==> config.mk <==
export PLATFORM = sky130hd
export DESIGN_NAME = uart_rx_fifo
export DESIGN_NICKNAME = d
export VERILOG_FILES = /design/src/rtl/uart_rx_fifo.sv
export SDC_FILE = /design/constraint.sdc
export NUM_CORES = 1
export LEC_CHECK = 0
export ABC_AREA = 1
export CAP_MARGIN = 20
export CORE_ASPECT_RATIO = 2
export CORE_UTILIZATION = 65
export DETAILED_ROUTE_END_ITERATION = 16
export GPL_TIMING_DRIVEN = 0
export PLACE_DENSITY = 0.82
export SYNTH_ARGS = -nofsm -noshare
export SYNTH_HDL_FRONTEND = slang
export SYNTH_SLANG_ARGS = --single-unit
export TNS_END_PERCENT = 1
==> constraint.sdc <==
create_clock -name clk_i -period 6.6 [get_ports clk_i]
set_clock_uncertainty 0.05 [all_clocks]
set_input_delay 0.99 -clock clk_i [delete_from_list [all_inputs] [get_ports clk_i]]
set_output_delay 0.99 -clock clk_i [all_outputs]
set_load 0.1 [all_outputs]
==> src/rtl/uart_rx_fifo.sv <==
// Receive-side elastic FIFO between the UART receiver and the AXI-Stream fabric.
// Optional build macro: UART_RX_FIFO_DROP_ERR_EN discards bytes flagged with parity/stop errors.
module uart_rx_fifo #(
  parameter int unsigned DATA_WIDTH = 8,
  parameter int unsigned DEPTH      = 16
) (
  input  logic                    clk_i,
  input  logic                    rst_n_i,
  input  logic [DATA_WIDTH-1:0]   slv_axis_tdata_i,
  input  logic                    slv_axis_tvalid_i,
  input  logic                    slv_axis_tlast_i,
  output logic                    slv_axis_tready_o,
  input  logic                    parity_err_i,
  input  logic                    stop_err_i,
  output logic [DATA_WIDTH-1:0]   mst_axis_tdata_o,
  output logic                    mst_axis_tvalid_o,
  output logic                    mst_axis_tlast_o,
  output logic [1:0]              mst_axis_tuser_o,
  input  logic                    mst_axis_tready_i,
  input  logic                    clr_i,
  output logic [$clog2(DEPTH):0]  level_o,
  output logic                    overflow_o,
  output logic [15:0]             drop_cnt_o
);

  localparam int unsigned AW = $clog2(DEPTH);
  localparam int unsigned LW = AW + 1;
  localparam int unsigned EW = DATA_WIDTH + 3;

  logic [EW-1:0] mem [DEPTH];
  logic [AW-1:0] wr_ptr_q;
  logic [AW-1:0] rd_ptr_q;
  logic [AW-1:0] head_idx;
  logic [LW-1:0] level_q;
  logic          overflow_q;
  logic [15:0]   drop_cnt_q;
  logic          full;
  logic          empty;
  logic          push;
  logic          pop;
  logic          drop;
  logic          ovf_set;
  logic [EW-1:0] head;

  assign full  = (level_q == LW'(DEPTH));
  assign empty = (level_q == '0);
  assign pop   = !empty && mst_axis_tready_i;

`ifdef UART_RX_FIFO_DROP_ERR_EN
  logic beat_err;
  assign beat_err = parity_err_i | stop_err_i;
  assign push     = slv_axis_tvalid_i && !full && !beat_err;
  assign drop     = slv_axis_tvalid_i && (full || beat_err);
  assign ovf_set  = slv_axis_tvalid_i && full;
`else
  assign push     = slv_axis_tvalid_i && !full;
  assign drop     = slv_axis_tvalid_i && full;
  assign ovf_set  = drop;
`endif

  // When empty, show the last popped entry so the data lines hold their value
  assign head_idx = empty ? AW'(rd_ptr_q - AW'(1)) : rd_ptr_q;
  assign head     = mem[head_idx];

  assign mst_axis_tdata_o  = head[DATA_WIDTH-1:0];
  assign mst_axis_tlast_o  = head[EW-1];
`ifdef UART_RX_FIFO_DROP_ERR_EN
  assign mst_axis_tuser_o  = 2'b00;
`else
  assign mst_axis_tuser_o  = head[EW-2:DATA_WIDTH];
`endif
  assign mst_axis_tvalid_o = !empty;
  assign slv_axis_tready_o = !full;
  assign level_o           = level_q;
  assign overflow_o        = overflow_q;
  assign drop_cnt_o        = drop_cnt_q;

  // Storage and pointers
  always_ff @(posedge clk_i) begin
    if (!rst_n_i) begin
      for (int i = 0; i < int'(DEPTH); i++) begin
        mem[i] <= '0;
      end
      wr_ptr_q <= '0;
      rd_ptr_q <= '0;
      level_q  <= '0;
    end else begin
      if (push) begin
        mem[wr_ptr_q] <= {slv_axis_tlast_i, stop_err_i, parity_err_i, slv_axis_tdata_i};
        wr_ptr_q      <= AW'(wr_ptr_q + AW'(1));
      end
      if (pop) begin
        rd_ptr_q <= AW'(rd_ptr_q + AW'(1));
      end
      case ({push, pop})
        2'b10:   level_q <= LW'(level_q + LW'(1));
        2'b01:   level_q <= LW'(level_q - LW'(1));
        default: level_q <= level_q;
      endcase
    end
  end

  // Drop accounting; a clear in the same cycle as a drop takes priority
  always_ff @(posedge clk_i) begin
    if (!rst_n_i) begin
      overflow_q <= 1'b0;
      drop_cnt_q <= '0;
    end else if (clr_i) begin
      overflow_q <= 1'b0;
      drop_cnt_q <= '0;
    end else begin
      if (ovf_set) begin
        overflow_q <= 1'b1;
      end
      if (drop && (drop_cnt_q != 16'hFFFF)) begin
        drop_cnt_q <= drop_cnt_q + 16'd1;
      end
    end
  end

endmodule

# Word-level counts from Yosys, hierarchy flattened
# Memories as Yosys holds them, arrays and structs flattened.
# Index checks and enable logic that the tools add are counted.
[totals]
regBits = 30
ram_bits = 176
in_bits = 16
out_inout_bits = 35
mem_count = 1
[op_classes]
n_addsub = 6
n_eq_ne = 4
mux = 9
bitwise = 1
reduce_logical = 10
[memory_table]
columns = ["memory", "words", "word_bits", "rd", "rd_ports_with_merged_regs", "wr", "line_no", "rtl"]
rows = [
  ["mem", 16, 11, 1, 0, 16, "30", "logic [EW-1:0] mem [DEPTH];"],
]
[op_table]
columns = ["op", "count"]
rows = [
  ["$add A16 B1 Y16 const B", 1],
  ["$ne A16 B16 Y1 const B", 1],
  ["$mux W11", 1],
  ["$reduce_or A11 Y1", 1],
  ["$pmux W5 S2", 1],
  ["$add A4 B1 Y4 const B", 2],
  ["$mux W4", 2],
  ["$add A5 B1 Y5 const B", 1],
  ["$eq A5 B5 Y1 const B", 1],
  ["$logic_not A5 Y1", 1],
  ["$mux W1", 5],
  ["$sub A5 B1 Y5 const B", 1],
  ["$logic_and A1 B1 Y1", 4],
  ["$sub A4 B1 Y4 const B", 1],
  ["$eq A2 B1 Y1 const B", 1],
  ["$eq A2 B2 Y1 const B", 1],
  ["$logic_not A1 Y1", 2],
  ["$reduce_bool A2 Y1", 1],
  ["$reduce_or A2 Y1", 1],
  ["$not A1 Y1", 1],
]

# Logic depth before layout (Yosys ltp)
[depth]
depth_word = 8
ltp_mapped = 15

# Least setup slack after synthesis
# Ideal clock, no wire load.
[synth_timing]
path_type = "register to output"
from = "register level_q[4], in the netlist level_o[4]"
to = "output port mst_axis_tdata_o[0]"
t_arrival_ns = 3.040
t_required_ns = 5.560
setup_slack_ns = 2.520
path_stages_with_launch = 9
n_path_buf = 1
path_cell_list = "dfxtp_1 > inv_1 > nand3_4 > nor2_1 > nand3_1 > xor2_1 > clkbuf_1 > nand3_1 > nand2_1"
[synth_via]
elab_chain_cells = 3
[synth_rtl]
columns = ["item", "line_no", "rtl"]
rows = [
  ["start: declaration", "34", "logic [LW-1:0] level_q;"],
  ["start signal: assignment", "96", "2'b10: level_q <= LW'(level_q + LW'(1));"],
  ["start signal: assignment", "97", "2'b01: level_q <= LW'(level_q - LW'(1));"],
  ["start signal: assignment", "98", "default: level_q <= level_q;"],
  ["$logic_not A5 Y1", "46", "assign empty = (level_q == '0);"],
  ["$mux W4", "62", "assign head_idx = empty ? AW'(rd_ptr_q - AW'(1)) : rd_ptr_q;"],
  ["$mem_v2 Z16 W11", "--", ""],
  ["end: declaration", "15", "output logic [DATA_WIDTH-1:0] mst_axis_tdata_o,"],
]
# Every way passes these cells.

# Worst setup path after layout
[layout_timing]
from = "register rd_ptr_q[0]"
to = "output port mst_axis_tdata_o[7]"
[layout_via]
elab_chain_cells = 3
[layout_rtl]
columns = ["item", "line_no", "rtl"]
rows = [
  ["start: declaration", "32", "logic [AW-1:0] rd_ptr_q;"],
  ["start signal: assignment", "93", "rd_ptr_q <= AW'(rd_ptr_q + AW'(1));"],
  ["$sub A4 B1 Y4", "62", ""],
  ["$mux W4 (*)", "62", ""],
  ["$mem_v2 Z16 W11 (*)", "--", ""],
]
# Every way passes the cells marked *; elsewhere a longest branch is shown, timed or not.

==> impl_metrics.py <==
metrics = {
    "final_layout": {
        "seq_area_um2": 5890,
        "drive_above_1_share": 0.0612,
        "multi_input_area_um2": 3320,
        "fin_nets": 1321,
        "fin_util": 0.755,
        "antenna_cells": 0,
        "area.growth.synth_to_final_pct": 12.7,
        "fillers": 1122,
    },
    "worst_setup_path": {
        "crit_fanout": 10,
        "cpPeakStageDelay_ps": 1130,
        "worstSetupPathType": "reg2out",
        "worst-r2r-cell-count": 9,
        "crit_top_cell": "nand3_1",
        "cp.depth": 10,
        "cp-end-kind": "output port",
        "rrSetupSlack_ps": 3680,
        "crit_end": "mst_axis_tdata_o[7]",
        "cp-start-kind": "flip-flop",
        "crit_path_cell_trace": "inv_1 -> ha_1 -> inv_1 -> o21ai_2 -> buf_2 -> nand3_1 -> nand3_1 -> nand3_1 -> nand2_1 -> clkdlybuf4s50_1",
        "worstSetupStartpoint": "rd_ptr_q[0]",
        "cpLargestDelayFamily": "buffers and inverters",
        "slowest_stage": "clkdlybuf4s50_1",
        "worstPathArrival_ps": 3990,
        "timing.critical_path.buf_inv": 4,
        "cp.required_ps": 5560,
        "r2r_end": "mem[12][2]",
        "r2r_start": "level_o[0]",
    },
    "placement": {
        "place.gp.congestion": 0.920,
        "port_buffers": 49,
        "place_hpwl_mm": 19.7,
    },
    "clock_tree": {
        "cts_htree_levels": 1,
        "cts_buffers": 18,
        "path_clk_slew_ps": 60,
        "clock-sinks": 206,
        "post_cts.repair.setup_buffers": 0,
        "clk_latency_ps": 490,
        "cts_tree": "done",
        "cts_hold_buf": 0,
        "cts_max_path_buffers": 3,
        "cts_resized": 0,
        "root_buffer": "clkbuf_16",
    },
    "synthesis": {
        "synth_edf_count": 176,
        "synth_common_cells": "nand2_1 (239), inv_1 (217), nor2_1 (217), nand3_1 (183), edfxtp_1 (176)",
        "synth_most_common_cell": "nand2_1",
        "netlist.area_leader.share": 0.511,
        "ys_top_cells_by_area": "edfxtp_1 (51%), nand3_1 (8.9%), nand2_1 (8.7%)",
        "yosysSeqAreaShare": 0.569,
        "syn-num-nets": 1252,
        "synth.avg_cell_area_um2": 8.44,
        "async_flop_share": 0,
        "synth_area_um2": 10300,
        "yosys_warnings": 0,
        "netlist_instances": 1226,
        "synth_top_area_cell": "edfxtp_1",
        "ys.flop_type": "edfxtp_1",
        "ys_ff_latch": 206,
        "synth.distinct_cells": 30,
    },
    "grt": {
        "grt_max_degree": 18,
        "grt_pass1_vias": 8135,
        "antenna_found_initial": 0,
        "grt_usage": 0.335,
        "grt_overflow_total": 0,
        "grt_pass1_wl_mm": 41.0,
    },
    "timing": {
        "whs_ps": 439,
        "hold_viol": 0,
        "setup_viol": 0,
        "setup_tns_ps": 0,
        "finalCritPeriodShare": 0.763,
        "worst_slew_pin_slew_ps": 975,
        "period_minus_slack_ps": 5030,
        "rsz0062_at_grt": "no",
        "final_max_slew_viol_count": 0,
        "max_freq_ghz": 0.199,
        "relSlewSlack": 0.348,
    },
    "floorplanning": {
        "start_util": 0.669,
        "ios": 51,
        "row_count": 64,
        "coreArea_um2": 15500,
        "die_h_um": 180,
        "die_area_um2": 16500,
        "die_w_um": 91.2,
    },
    "routing": {
        "vias": 8445,
        "routed_wl_mm": 27.3,
        "wl_per_cell_um": 18.1,
        "drc": 0,
        "drt-initial-drc-count": 765,
        "drt.antenna.violating_nets": 0,
        "drtPass1Iterations": 6,
        "post_drt_via_cell_ratio": 5.61,
    },
    "hold_path": {
        "min-delay-path-class": "reg2reg",
    },
    "run_status": {
        "status": "completed",
    },
    "run": {
        "drv_cap": 0,
    },
}
## cell families after synthesis
group                      Yosys count  synth area share
AOI/OAI and AO/OA                   40            0.0203
xor gates and xnor gates            12            0.0109
adders and majority gates           10            0.0121
buffers and inverters              285             0.110
DFF                                206             0.569
and+or+nand+nor                    673             0.277
## worst min-delay path: stages (launching register included)
cell	delay, ps
dfxtp_1	340
nor2_1	50
nor2_1	70
## flip-flops by register name (all words and copies together), names as in the netlist
register	flops
mem	176
drop_cnt_o	16
level_o	5
rd_ptr_q	4
wr_ptr_q	4
overflow_o	1
## cell type report
cell class / count / share of cell area
Buffer: 67 / 0.0278
Clock buffer: 27 / 0.0451
Clock inverter: 5 / 0.00451
Inverter: 218 / 0.0702
Multi-Input combinational cell: 735 / 0.284
Sequential cell: 206 / 0.505
Tap cell: 198 / 0.0212
Timing Repair Buffer: 49 / 0.0421
## per-layer routing
layer / GRT usage / vias to the layer above / routed length (um)
met1: 0.334 / 3876 / 8510
li1: - / 3999 / -
met4: 0.215 / 0 / 2050
met2: 0.645 / 448 / 14800
met5: 0 / - / 0
met3: 0.0321 / 122 / 1870
## cell usage in the layout, fill, tap and decap left out
master and n:
clkinvlp_4 2, buf_6 2, and2_1 1, nor2_4 2, xnor2_1 3, xor2_2 1
nand2_2 2, nand3b_1 11, nand4_1 5, ha_1 10, nor4_1 1, nor3b_1 1
and3_1 3, nor2_1 217, buf_4 1, xor2_1 8, clkinv_1 2, edfxtp_1 176
nand2_1 239, clkbuf_8 2, nand3_1 183, o21ai_0 21, o21ai_2 2, a21oi_1 16
nand3_4 1, inv_2 1, dfxtp_1 30, clkbuf_16 19, clkdlybuf4s50_1 49, inv_1 217
clkbuf_1 27, buf_2 43, bufinv_16 1, nor2_2 1, a21o_1 1, nor3_1 6
## how the worst min path moves through the flow
stage                     depth (start not counted)           to  slack, ps        start
after global placement                            2   overflow_o        410   overflow_o
final                                             2   overflow_o        440   overflow_o
after detailed placement                          2   overflow_o        420   overflow_o
after floorplan                                   2  wr_ptr_q[3]        440  wr_ptr_q[3]
after global routing                              2   overflow_o        470   overflow_o
after CTS                                         2   overflow_o        440   overflow_o
## per-stage QoR
stage | cell area (um2) | instances | worst slack, ps
floorplan | 10300 | 1226 | 2520
global placement | 11100 | 1473 | 2180
detailed placement | 11100 | 1473 | 2160
CTS | 11700 | 1505 | 1620
global route | 11700 | 1505 | 1520
finish | 11700 | 1505 | 1570
Power is not shown: default switching activity piles up to over one toggle a cycle in this logic, so the estimate is an artifact.
==> edit 1: new RTL, config.mk and constraints unchanged <==
Build with the macro `UART_RX_FIFO_DROP_ERR_EN` defined.
--- a/src/rtl/uart_rx_fifo.sv
+++ b/src/rtl/uart_rx_fifo.sv
@@ -1,5 +1,7 @@
 // Receive-side elastic FIFO between the UART receiver and the AXI-Stream fabric.
 // Optional build macro: UART_RX_FIFO_DROP_ERR_EN discards bytes flagged with parity/stop errors.
+`define UART_RX_FIFO_DROP_ERR_EN
+
 module uart_rx_fifo #(
   parameter int unsigned DATA_WIDTH = 8,
   parameter int unsigned DEPTH      = 16
Function: changed (a bounded check fails within 4 cycles, from zero or initial values and one cycle with rst_n_i low).
==> edit 1 against the original RTL <==
The flow now finishes with violations (DRC); sequential share of layout area fell by 1.8 points; synthesized area fell by 14%; sequential cell count fell by 32; critical path depth fell by 1; setup slack improved by 0.15 ns; wire length fell by 14%; final area fell by 13%; critical endpoint is now mst_axis_tlast_o.
Power is left out: the tool's default activity adds up to more than one toggle a clock period on the data nets, which glitch-free logic cannot reach.
==> edit 1: results (changes against the original RTL) <==
Placement
  – Hpwl dp: 16890 um (was 19700 um)
  – Final GP Congestion: 0.9268 (was 0.9203)
  – IO buf count: 47 (was 49)

GRT
  – GR Layer Usage met1: 33.14% (was 33.39%)
  – First-pass GRT wire length: 36000 um (was 41040 um)
  – Total GRT Usage: 34.91% (was 33.52%)
  – Initial antenna violation count: 0 (unchanged)
  – GR Util met2: 64.33% (was 64.45%)
  – Largest net degree at the start of global routing: 17 (was 18)
  – M3 GR Usage: 6.259% (was 3.207%)
  – Vias in the first global route: 6983 (was 8135)

Timing
  – Worst-Margin Slew: 0.9926 ns (was 0.9748 ns)

Final layout
  – Share of post-route cells with drive strength above 1: 7.326% (was 6.121%)
  – Largest register FFs: 144 (was 176)
  – Top reg by flops: mem (unchanged)
  – Nets: 1146 (was 1321)
  – ANT cells: 0 (unchanged)
  – Fillers: 987 (was 1122)

Status
  – Status: finished, violations left (was completed)
  – Failing checks: DRC

Yosys
  – Post-synth EDFFs: 144 (was 176)
  – Top cells by area, synth: edfxtp_1 (49%), nand2_1 (8.8%), nand3_1 (8.6%), nor2_1 (8.1%), inv_1 (7.4%) (was edfxtp_1 (51%), nand3_1 (8.9%), nand2_1 (8.7%), inv_1 (7.9%), nor2_1 (7.9%))
  – Netlist cell types: 31 (was 30)
  – Seq/Total Area, Yosys: 55.51% (was 56.89%)
  – Top post-synthesis cells by count: nand2_1 (208), nor2_1 (191), inv_1 (176) (was nand2_1 (239), inv_1 (217), nor2_1 (217))
  – Async S/R FF share, synth: 0% (unchanged)

Routing
  – DR iter-0 viols: 679 (was 765)
  – Final wirelength: 23330 um (was 27270 um)
  – Vias per cell: 5.557 (was 5.611)
  – Remaining DRCs: 1 (was 0)
  – First drt pass iteration count: 12 (was 6)

Clock network
  – Reg clk slew, reported paths: 0.07 ns
  – Clk_lat worst skew: 0.44 ns (was 0.49 ns)
  – Worst-case clock buffer depth: 2 (was 3)
  – H-tree depth: 4 (was 1)
  – TritonCTS buffer count: 17 (was 18)

Critical path
  – Crit path max fanout: 10 (unchanged)
  – CP Data Arrival Time: 3.84 ns (was 3.99 ns)
-- edit 1: changes by cell type in the layout (fill, tap and decap cells not counted), moves of 5 or more --
cell	change
a21oi_1	+5
buf_2	-24
clkbuf_1	-10
edfxtp_1	-32
inv_1	-41
inv_6	+5
nand2_1	-31
nand2_2	+16
nand3_1	-31
nor2_1	-26
o21ai_0	-5
-- edit 1: worst max-delay path: cells and delay by family (launching register included) --
family | cells | cell delay [ns]
AND/OR/NAND/NOR | 4 | 0.60
buffers and inverters | 3 | 1.60
flip-flops | 1 | 0.44
adder cells (fa/ha/maj) | 1 | 0.35
AO/OA/AOI/OAI | 1 | 0.41
-- edit 1: metal layers --
layer	part of all wire [%]	wire length [um]
met1	32	7535
met2	53	12450
met3	5.7	1339
met4	8.6	2003
met5	0	0
-- edit 1: through the flow --
stage                     instance area [sq um]  cells  setup slack, ns  hold slack [ns]  util, %
after floorplan                            8875   1054            2.522           0.4595        -
after global placement                     9539   1256            2.299           0.4131    71.39
after detailed placement                   9539   1256            2.282           0.4142    71.39
after CTS                                 10120   1288            1.798           0.4361    75.72
after global routing                      10120   1288            1.555           0.5022    75.72
final                                     10120   1288            1.717           0.4285    75.72
-- edit 1: worst paths after layout --
check,start,end,slack [ns],cells after the start
hold / removal,overflow_o,overflow_o,0.43,2
setup / recovery,rd_ptr_q[0],mst_axis_tlast_o,1.72,9
setup reg to reg,level_o[2],mem[3][6],3.77,8
hold reg to reg,overflow_o,overflow_o,0.43,2
-- edit 1: layout make-up --
class	instances	area (sq um)	area share (%)
clock inverter	13	125.1	1.237
tap	155	193.9	1.917
buffer	39	188.9	1.867
inverter	179	674.4	6.665
multi-input combinational	662	3087	30.51
sequential	174	4925	48.67
timing repair buffer	47	470.5	4.649
clock buffer	19	454.2	4.489
-- edit 1: cell families after synthesis --
kind of cell	after synthesis	share of synthesized area, %
simple gates	593	28.86
fa+ha+maj	10	1.410
flops	174	55.51
xor+xnor	15	1.904
compound gates	42	2.539
other cells	1	0.04227
buf+inv	218	9.732
==> edit 2: new RTL, same settings <==
Made on the original files. Register the output `overflow_o` once more, with the module's reset; this adds one clock of latency there. The other outputs are not delayed to match.
--- a/src/rtl/uart_rx_fifo.sv
+++ b/src/rtl/uart_rx_fifo.sv
@@ -72,7 +72,13 @@
   assign mst_axis_tvalid_o = !empty;
   assign slv_axis_tready_o = !full;
   assign level_o           = level_q;
-  assign overflow_o        = overflow_q;
+  always_ff @(posedge clk_i) begin
+    if (!rst_n_i) begin
+      overflow_o <= '0;
+    end else begin
+      overflow_o <= overflow_q;
+    end
+  end
   assign drop_cnt_o        = drop_cnt_q;
 
   // Storage and pointers
Formal check against the unedited RTL: same outputs for any inputs over 4 cycles, from zero or initial values and one cycle with rst_n_i low; that may be too few to reach the edited logic, so the function may still have changed.
==> edit 2 against the original RTL <==
Final cell count is 0.40% higher; global-route usage grew 0.30 points; via count increased by 0.24%; first-iteration DRC count fell by 2.9%; setup slack better by 0.017 ns; synthesized area rose by 0.65%; wire length increased by 0.76%; sequential cell count up 1; final area grew 0.48%; critical path type unchanged; highest routed layer unchanged.
Power is not shown: default switching activity piles up to over one toggle a cycle in this logic, so the estimate is an artifact.
==> edit 2: results (changes against the original RTL) <==
Status
  – Status: completed (unchanged)

Placement
  – Placed Cells: 1479 (was 1473)
  – Hpwl dp: 20200 um (was 19700 um)
  – Dpl ws: 2.118 ns (was 2.160 ns)
  – Final GP Congestion: 0.9464 (was 0.9203)
  – DP Area: 0.01115 sq mm (was 0.01108 sq mm)

Final layout
  – Clk_buf instances: 23 (was 27)
  – Non-clk buf share: 6.962% (was 6.985%)
  – Fillers: 1179 (was 1122)
  – Inverters: 216 (was 218)
  – Multi-input comb cells: 739 (was 735)
  – Area grow syn2layout: 12.53% (was 12.72%)
  – Multi-input logic area: 0.003371 sq mm (was 0.003317 sq mm)
  – Share of post-route cells with drive strength above 1: 6.870% (was 6.121%)
  – Fraction of area in multi-input gates: 28.77% (was 28.44%)
  – Storage cell area: 0.005906 sq mm (was 0.005886 sq mm)

Yosys
  – Number of synthesized register bits: 207 (was 206)
  – XOR/XNOR Fraction of Synth Area: 1.502% (was 1.089%)
  – Synth Net Count: 1256 (was 1252)
  – Post-Syn Instances: 1229 (was 1226)
  – Netlist cell types: 29 (was 30)
  – Seq/Total Area, Yosys: 56.72% (was 56.89%)
  – Post-synthesis adder-cell area fraction: 1.322% (was 1.209%)
  – Complex-gate fraction of the synthesized area: 2.043% (was 2.032%)

GRT
  – M3 GR Usage: 3.409% (was 3.207%)
  – Vias in the first global route: 8238 (was 8135)
  – Total GRT Usage: 33.82% (was 33.52%)
  – GR Layer Usage met1: 32.77% (was 33.39%)
  – GR Util met2: 63.73% (was 64.45%)
  – First-pass GRT wire length: 41460 um (was 41040 um)

Routing
  – Final wirelength: 27480 um (was 27270 um)
  – DR WL/cell: 18.19 um (was 18.12 um)
  – DR iter-0 viols: 743 (was 765)

Critical path
  – Critical R2R Launch: level_o[1] (was level_o[0])
  – CP Data Arrival Time: 3.98 ns (was 3.99 ns)

Clock network
  – Clk_lat worst skew: 0.49 ns (about the same)
[edit 2: cell count changes in the layout (fill, tap and decap cells not counted), sizes merged, moves of 3 or more]
cell,unedited run,this run
nor2,220,216
clkinv,2,6
clkbuf,48,43
xor2,9,15
o21ai,23,17
o21bai,0,3
nand2,241,248
[edit 2: cells by family after synthesis]
| group | count (synthesis) |
|---|---|
| buf+inv | 283 |
| xor+xnor | 17 |
| simple gates | 672 |
| compound gates | 39 |
| fa+ha+maj | 11 |
| flops | 207 |
[edit 2: per-layer routing]
layer,part of all wire [%],wire [um]
met2,54,14890
met5,0,0
met1,31,8592
met4,8.4,2298
met3,6.2,1696
[edit 2: final timing paths]
path | slack [ns] | cells past startpoint | endpoint
setup / recovery | 1.58 | 10 | mst_axis_tdata_o[7]
hold / removal | 0.39 | 2 | overflow_o
setup reg to reg | 3.86 | 9 | mem[13][6]
hold reg to reg | 0.39 | 2 | overflow_o
